--- config.mk ---
export PLATFORM = sky130hd
export DESIGN_NAME = step_counter
export DESIGN_NICKNAME = d
export VERILOG_FILES = /design/src/rtl/counter_pkg.sv /design/src/rtl/step_counter_next.sv /design/src/rtl/step_counter.sv
export SDC_FILE = /design/constraint.sdc
export NUM_CORES = 1
export LEC_CHECK = 0
export ABC_AREA = 0
export CAP_MARGIN = 20
export CORE_ASPECT_RATIO = 1.1
export CORE_MARGIN = 2
export CORE_UTILIZATION = 30
export CTS_CLUSTER_SIZE = 30
export DETAILED_ROUTE_END_ITERATION = 8
export SLEW_MARGIN = 25
export SYNTH_ARGS = -nofsm -noshare
export SYNTH_HDL_FRONTEND = slang
export SYNTH_HIERARCHICAL = 1
export SYNTH_SLANG_ARGS = --single-unit
--- constraint.sdc ---
create_clock -name clk -period 3.75 [get_ports clk]
set_input_delay 0.75 -clock clk [delete_from_list [all_inputs] [get_ports clk]]
set_output_delay 0.75 -clock clk [all_outputs]
set_load 0.02 [all_outputs]
--- src/rtl/counter_pkg.sv ---
// rtl/counter_pkg.sv - shared FSM state and direction/mode encodings for step_counter
package counter_pkg;

  typedef enum logic {
    ST_RUN  = 1'b0,
    ST_DONE = 1'b1
  } state_e;

  localparam logic DIR_UP    = 1'b0;
  localparam logic DIR_DOWN  = 1'b1;
  localparam logic MODE_WRAP = 1'b0;
  localparam logic MODE_SAT  = 1'b1;

endpackage

--- src/rtl/step_counter_next.sv ---
// rtl/step_counter_next.sv - combinational next-count and boundary-event logic
module step_counter_next
  import counter_pkg::*;
#(
  parameter int WIDTH   = 8,
  parameter int MAX_VAL = (1 << WIDTH) - 1
) (
  input  logic [WIDTH-1:0] count_i,
  input  logic [WIDTH-1:0] v_i,
  input  logic             dir_i,
  input  logic             sat_i,
  input  logic             oneshot_i,
  output logic [WIDTH-1:0] next_o,
  output logic             event_o
);

  localparam logic [WIDTH-1:0] MAX_W = WIDTH'(MAX_VAL);
  localparam logic [WIDTH:0]   MAX_E = (WIDTH + 1)'(MAX_VAL);
  localparam logic [WIDTH:0]   MOD_E = (WIDTH + 1)'(MAX_VAL) + 1'b1;

  logic [WIDTH-1:0] vs;
  logic [WIDTH:0]   cnt_e;
  logic [WIDTH:0]   vs_e;
  logic [WIDTH:0]   sum_e;

  // Clamp the step, then form the exact result one bit wider than the count.
  always_comb begin
    vs      = (v_i > MAX_W) ? MAX_W : v_i;
    cnt_e   = {1'b0, count_i};
    vs_e    = {1'b0, vs};
    sum_e   = cnt_e + vs_e;
    next_o  = count_i;
    event_o = 1'b0;
    if (dir_i == DIR_UP) begin
      event_o = (vs_e != '0) && (sum_e >= MAX_E);
      if (sum_e <= MAX_E) begin
        next_o = WIDTH'(sum_e);
      end else if (sat_i == MODE_SAT) begin
        next_o = MAX_W;
      end else begin
        next_o = WIDTH'(sum_e - MOD_E);
      end
      if (event_o && oneshot_i) begin
        next_o = MAX_W;
      end
    end else begin
      event_o = (vs_e != '0) && (vs_e >= cnt_e);
      if (vs_e <= cnt_e) begin
        next_o = WIDTH'(cnt_e - vs_e);
      end else if (sat_i == MODE_SAT) begin
        next_o = '0;
      end else begin
        next_o = WIDTH'(cnt_e + MOD_E - vs_e);
      end
      if (event_o && oneshot_i) begin
        next_o = '0;
      end
    end
  end

endmodule

--- src/rtl/step_counter.sv ---
// rtl/step_counter.sv - bounded up/down step counter with terminal-count pulse and sticky overflow
module step_counter
  import counter_pkg::*;
#(
  parameter int WIDTH   = 8,
  parameter int MAX_VAL = (1 << WIDTH) - 1
) (
  input  logic             clk,
  input  logic             rst,
  input  logic             en,
  input  logic             ld,
  input  logic [WIDTH-1:0] d,
  input  logic [WIDTH-1:0] v,
  input  logic             dir,
  input  logic             sat,
  input  logic             oneshot,
  input  logic             clr_flag,
  output logic [WIDTH-1:0] count,
  output logic             tc,
  output logic             ovf,
  output logic             busy
);

  localparam logic [WIDTH-1:0] MAX_W = WIDTH'(MAX_VAL);

  state_e           state_q, state_d;
  logic [WIDTH-1:0] count_q, count_d;
  logic             tc_q, tc_d;
  logic             ovf_q, ovf_d;
  logic [WIDTH-1:0] step_next;
  logic             step_event;
  logic [WIDTH-1:0] ld_val;

  step_counter_next #(
    .WIDTH   (WIDTH),
    .MAX_VAL (MAX_VAL)
  ) u_next (
    .count_i   (count_q),
    .v_i       (v),
    .dir_i     (dir),
    .sat_i     (sat),
    .oneshot_i (oneshot),
    .next_o    (step_next),
    .event_o   (step_event)
  );

  assign ld_val = (d > MAX_W) ? MAX_W : d;

  // Next state: load beats step; tc defaults low so it only pulses on the event cycle.
  always_comb begin
    state_d = state_q;
    count_d = count_q;
    tc_d    = 1'b0;
    ovf_d   = ovf_q;
    if (clr_flag) begin
      ovf_d = 1'b0;
    end
    if (ld) begin
      count_d = ld_val;
      state_d = ST_RUN;
    end else if (en && (state_q == ST_RUN)) begin
      count_d = step_next;
      if (step_event) begin
        tc_d  = 1'b1;
        ovf_d = 1'b1;
        if (oneshot) begin
          state_d = ST_DONE;
        end
      end
    end
  end

  // State and output registers with synchronous reset.
  always_ff @(posedge clk) begin
    if (rst) begin
      state_q <= ST_RUN;
      count_q <= '0;
      tc_q    <= 1'b0;
      ovf_q   <= 1'b0;
    end else begin
      state_q <= state_d;
      count_q <= count_d;
      tc_q    <= tc_d;
      ovf_q   <= ovf_d;
    end
  end

  assign count = count_q;
  assign tc    = tc_q;
  assign ovf   = ovf_q;
  assign busy  = (state_q == ST_RUN);

endmodule

* After elaboration in Yosys (flattened, before gate mapping)
Index checks and enable logic that the tools add are counted.
Storage, ports and cells: input port bits 24, word-level logic and storage cells 44, bits in registers 11
Operators by class: reductions and logical operators 10, magnitude comparators 6, bitwise logic cells 2, $add $sub $neg 5, mux-type cells 17
Operators with widths (number):
- $mux 8 | 11
- $gt 8x8->1 const B | 2
- $sub 8x8->8 | 2
- $add 8x8->9 | 1
- $ge 9x8->1 const B | 1
- $le 9x8->1 const B | 1
- $add 8x1->8 const B | 1
- $ge 8x8->1 | 1
- $le 8x8->1 | 1
- $reduce_bool 8->1 | 1
- $sub 8x1->8 const B | 1
- $mux 1 | 6
- $logic_and 1x1->1 | 5
- $reduce_and 3->1 | 1
- $reduce_or 3->1 | 1
- $not 1->1 | 2
- $reduce_bool 2->1 | 1
- $reduce_or 2->1 | 1

* Logic depth before layout (Yosys ltp)
word-level depth 10, depth in mapped cells 12, gate-level depth less buffers 12

* Modules after synthesis
The synthesis kept the hierarchy.
Modules (own cells, without submodules):
- step_counter_next | cells an instance 141, area an instance 993.5 sq um, times used 1
- step_counter | cells an instance 58, area an instance 541.8 sq um, times used 1

* Least setup slack after synthesis
OpenSTA, ideal clock, no wires.
path type in2reg, start input port v[0], end register ovf_q, in the netlist ovf, arrival time 2.854 ns, data required time 3.693 ns, setup slack 0.839 ns, library setup time 0.057 ns, stages on the path 11, cells stage by stage ha_1 -> fa_1 -> nor2b_1 -> o31a_1 -> xor2_1 -> a2111oi_0 -> o2111ai_1 -> a21oi_1 -> nand2_1 -> nor4_1 -> or2_2
On the way: longest elaborated chain between the ends 9, elaborated cells between the ends (all ways) 12
Ends and longest elaborated chain:
- start: declaration | RTL line step_counter.sv:13 | input logic [WIDTH-1:0] v,
- $gt 8x8->1 | RTL line step_counter_next.sv:28 | vs = (v_i > MAX_W) ? MAX_W : v_i;
- $mux 8 (*) | RTL line step_counter_next.sv:28
- $add 8x8->9 | RTL line step_counter_next.sv:31 | sum_e = cnt_e + vs_e;
- $ge 9x8->1 | RTL line step_counter_next.sv:35 | event_o = (vs_e != '0) && (sum_e >= MAX_E);
- $logic_and 1x1->1 | RTL line step_counter_next.sv:35
- $mux 1 (*) | RTL line step_counter_next.sv:34 | if (dir_i == DIR_UP) begin
- named net step_event | RTL line step_counter.sv:31 | logic step_event;
- $mux 1 (*) | RTL line step_counter.sv:63 | if (step_event) begin
- $mux 1 (*) | RTL line step_counter.sv:61 | end else if (en && (state_q == ST_RUN)) begin
- $mux 1 (*) | RTL line step_counter.sv:58 | if (ld) begin
- end signal: assignment | RTL line step_counter.sv:84 | ovf_q <= ovf_d;
- end: declaration | RTL line step_counter.sv:29 | logic ovf_q, ovf_d;
Mark *: on every way through the listed nets, which the timed path passes. The rest lies on a longest branch. A chain may end at the register's enable or synchronous reset.

* Final worst setup path
Same ends and word-level chain as after synthesis.

==> results by group <==
Setup path
  • Arrival time of data at the critical path endpoint: 3.75 ns
  • Largest fanout of any net on the critical path: 4
  • Depth of the critical timing path with buffers and inverters included: 12
  • Number of cell instances on the worst register-to-register path: 11
  • Nature of the critical path startpoint: primary input
  • R2r startpoint: count[0]
  • Cell family with the largest share of critical-path delay: compound AO/OA/AOI/OAI gates
  • Count of buffer and inverter cells on the critical path: 1
  • Max stage delay cell, worst path: sky130_fd_sc_hd__clkdlybuf4s50_1
  • Chain of cells forming the critical path: clkdlybuf4s50_1, ha_1, fa_1, nor2b_1, nor3b_1, o2111ai_1, a2111oi_1, o2111ai_1, a21oi_2, nand2_1, nor4_2, or2_2
  • Crit path kind: in -> reg
  • Capture point of the worst reg-to-reg path: ovf
  • Critical path required time: 3.94 ns
  • Setup slack of the worst register-to-register path: 0.87 ns
  • Delay of the slowest critical-path stage: 0.48 ns
  • Crit path capture type: flop
  • Crit path top cell by count: sky130_fd_sc_hd__o2111ai_1

Clocking
  • Clock network latency to the later pin of the worst-skew pair: about 0.24 ns
  • Buffers from clock root to sink, at most: 2
  • Total CTS buffers: 3
  • Register clock-pin slew on the reported worst setup and hold paths: 0.05 ns
  • Deepest level of the CTS H-tree: 1
  • Clock tree root buffer cell: sky130_fd_sc_hd__clkbuf_8
  • Clock tree from TritonCTS: built
  • Clock Sink Count: 11

Synth
  • Post-synthesis sequential area ratio: between 10% and 20%
  • Predominant post-synthesis flop cell: sky130_fd_sc_hd__dfxtp_1
  • Instance count of the mapped netlist: 199
  • Synth area leaders: sky130_fd_sc_hd__dfxtp_1 14%, sky130_fd_sc_hd__ha_1 13%, sky130_fd_sc_hd__nor3_1 8.1%, sky130_fd_sc_hd__a2111oi_2 7.8%, sky130_fd_sc_hd__inv_1 5.1%
  • Fraction of synthesis flops using an asynchronous set or reset pin: 0%
  • Library cell occupying the most area in the post-synthesis netlist: sky130_fd_sc_hd__dfxtp_1
  • Portion of synthesized cell area occupied by the leading cell type: 14.34%
  • Number of distinct standard cells referenced by the synthesized netlist: 46
  • Most instantiated library cell after synthesis: sky130_fd_sc_hd__nor3_1
  • Mean cell area of the mapped netlist: approximately 7.7 µm²
  • Synthesized net count: 241
  • Synth cell count leaders: 25 x sky130_fd_sc_hd__nor3_1, 21 x sky130_fd_sc_hd__inv_1, 16 x sky130_fd_sc_hd__ha_1
  • Netlist area before placement: 1535 µm²
  • Count of flip-flops with a built-in enable after synthesis: 0
  • Synthesis-stage register bit count: 11
  • Yosys warning count: 6

Floorplan
  • Standard-cell row count: 27
  • Die X: around 72 µm
  • Starting Density: 30.91%
  • I/O pin count: 35
  • Core Footprint: 4966 µm²
  • Die outline area: about 5700 µm²
  • Die H: between 70 and 80 µm

Routing
  • Length of the first detailed-routing pass in iterations: 5
  • Post-DR wirelength/cell: 15.32 µm
  • Initial DRC count: 67
  • Total detailed-routing wirelength: 4520 µm
  • Vias per cell: 5.539
  • Antenna violation net count after detailed routing: 0
  • # DRC: 0
  • Total via count after detailed routing: 1634

Min path
  • Worst Hold Path EP: tc
  • Type of the tightest min-delay check: reg -> reg
  • Depth of the worst hold-timing path: 1
  • Hold Crit Start: state_q

STA
  • FMAX: 281.2 MHz
  • Setup-failing EPs final: 0
  • Fin Clk Skew: just over 0.0006 ns
  • Final Hold Vio Count: 0
  • Post-layout minimum cycle time: 3.556 ns
  • Number of max-slew violations in the final report: 0
  • Period utilization: 94.82%
  • Worst rel slew slack: 59.72%
  • Unrepaired setup endpoints after global routing: no
  • Worst-Margin Slew: 0.6030 ns
  • Final Hold Slack: 0.5509 ns

Global route
  • Maximum number of pins on one net before global-route repair: 27
  • Number of global-route vias before repair: 1668
  • Overflow left after global routing: 0
  • Number of antenna violations at the first check in global routing: 0
  • Overall fraction of global-route tracks in use: 17.04%
  • Global-route wire length before repair: 7686 µm

Place
  • Estimated wirelength of the detail-placed design: roughly 3800 µm
  • GPL Wtd Cong: 0.8785
  • Number of I/O port buffers: 34

Job
  • Max-cap violations: 0

Outcome
  • Outcome: finished clean

Layout
  • Area grow syn2layout: 31.70%
  • Post-layout net count: 280
  • Count of inserted antenna diode cells: 0
  • Post-route core utilization: 40.72%
  • Number of inserted filler cells in the final layout: 508
  • Fraction of layout cells with a size suffix above 1: 13.92%

Pwr
  • Reported leakage power: 0.8175 nW
  • IR Drop Worst-Case VDD: 185.3 µV
  • Power density normalized to cell area: 289.5 nW/µm²
==> worst register-to-register path: stages (launching register included) <==
cell and delay [ns]:
sky130_fd_sc_hd__dfxtp_1 0.33, sky130_fd_sc_hd__ha_1 0.23, sky130_fd_sc_hd__fa_1 0.40, sky130_fd_sc_hd__nor2b_1 0.19, sky130_fd_sc_hd__nor3b_1 0.23, sky130_fd_sc_hd__o2111ai_1 0.14, sky130_fd_sc_hd__a2111oi_1 0.41, sky130_fd_sc_hd__o2111ai_1 0.22
sky130_fd_sc_hd__a21oi_2 0.25, sky130_fd_sc_hd__nand2_1 0.09, sky130_fd_sc_hd__nor4_2 0.19, sky130_fd_sc_hd__or2_2 0.16
==> final cells by class <==
type	count	area [µm²]	share of cell area (%)
multi-input cells	156	1187	58.73
repair buffers	45	417.9	20.67
flip-flops and latches	11	220.2	10.89
well taps	58	72.57	3.589
inverters	21	78.83	3.899
clock buffers	4	45.04	2.228
==> cell families after synthesis <==
| group | synth area share (%) |
|---|---|
| AO/OA/AOI/OAI | 27.95 |
| adder cells (fa/ha/maj) | 15.65 |
| XOR/XNOR | 4.564 |
| AND/OR/NAND/NOR | 27.79 |
| buffers and inverters | 9.047 |
| multiplexers | 0.6520 |
| flip-flops | 14.34 |
==> worst max-delay path by stage <==
stage,start,end,slack (ns)
2_1_floorplan,v[0],ovf,0.84
3_3_place_gp,v[0],ovf,-0.20
3_5_place_dp,v[0],ovf,-0.21
4_1_cts,v[0],ovf,0.02
5_1_grt,v[0],ovf,0.005
6_report,v[0],ovf,0.19
==> metal layers <==
layer | share of wire, % | GRT usage (%) | wire [µm] | vias to the layer above
li1 | - | - | - | 807
met1 | 42 | 20.39 | 1893 | 755
met2 | 49 | 29.45 | 2216 | 58
met3 | 5.6 | 2.030 | 252 | 14
met4 | 3.5 | 8.868 | 157 | 0
met5 | 0 | 0 | 0 | -
==> sequential cells by signal, indices dropped and copies added (netlist names) <==
name / count
count: 8
ovf: 1
state_q: 1
tc: 1
==> placed cells by master, fill, tap and decap left out, types with 3 or more instances in the layout <==
master and count:
sky130_fd_sc_hd__clkdlybuf4s50_1 33, sky130_fd_sc_hd__nor3_1 25, sky130_fd_sc_hd__inv_1 21, sky130_fd_sc_hd__ha_1 16
sky130_fd_sc_hd__dfxtp_1 11, sky130_fd_sc_hd__buf_4 11, sky130_fd_sc_hd__nor2_1 10, sky130_fd_sc_hd__o21ai_0 10
sky130_fd_sc_hd__a21oi_1 9, sky130_fd_sc_hd__a2111oi_2 8, sky130_fd_sc_hd__nand2_1 7, sky130_fd_sc_hd__nor2b_1 5
sky130_fd_sc_hd__xnor2_1 5, sky130_fd_sc_hd__nand2b_1 5, sky130_fd_sc_hd__or2_2 4, sky130_fd_sc_hd__nand3_1 4
sky130_fd_sc_hd__clkbuf_8 3, sky130_fd_sc_hd__xor2_1 3, sky130_fd_sc_hd__o2111ai_1 3, sky130_fd_sc_hd__a2111oi_0 3
==> timing repair <==
item,4_1_cts,5_1_grt
resized for setup,0,3
setup endpoints to repair,0,2
hold buffers,0,0
buffers inserted,0,0
hold endpoints to repair,0,0
==> where the power goes <==
| part | switching [mW] | leakage (nW) | total, mW | internal, mW |
|---|---|---|---|---|
| sequential | 0.0120 | 0.0911 | 0.139 | 0.127 |
| clock | 0.0462 | 0.0228 | 0.121 | 0.0748 |
| combinational | 0.174 | 0.704 | 0.325 | 0.151 |
==> through the flow <==
step / setup slack (ns) / std cells / cell area, µm² / setup TNS (ns) / power, mW
floorplan: 0.8391 / 199 / 1535 / 0 / 0.3479
CTS: 0.01849 / 295 / 2016 / 0 / 0.5870
finish: 0.1941 / 295 / 2022 / 0 / 0.5854
detailed placement: -0.2057 / 291 / 1971 / -0.3153 / 0.4635
global placement: -0.1982 / 291 / 1971 / -0.2977 / 0.4625
global route: 0.004734 / 295 / 2022 / 0 / 0.6283
Note: power is estimated with default switching activity, not from simulation.
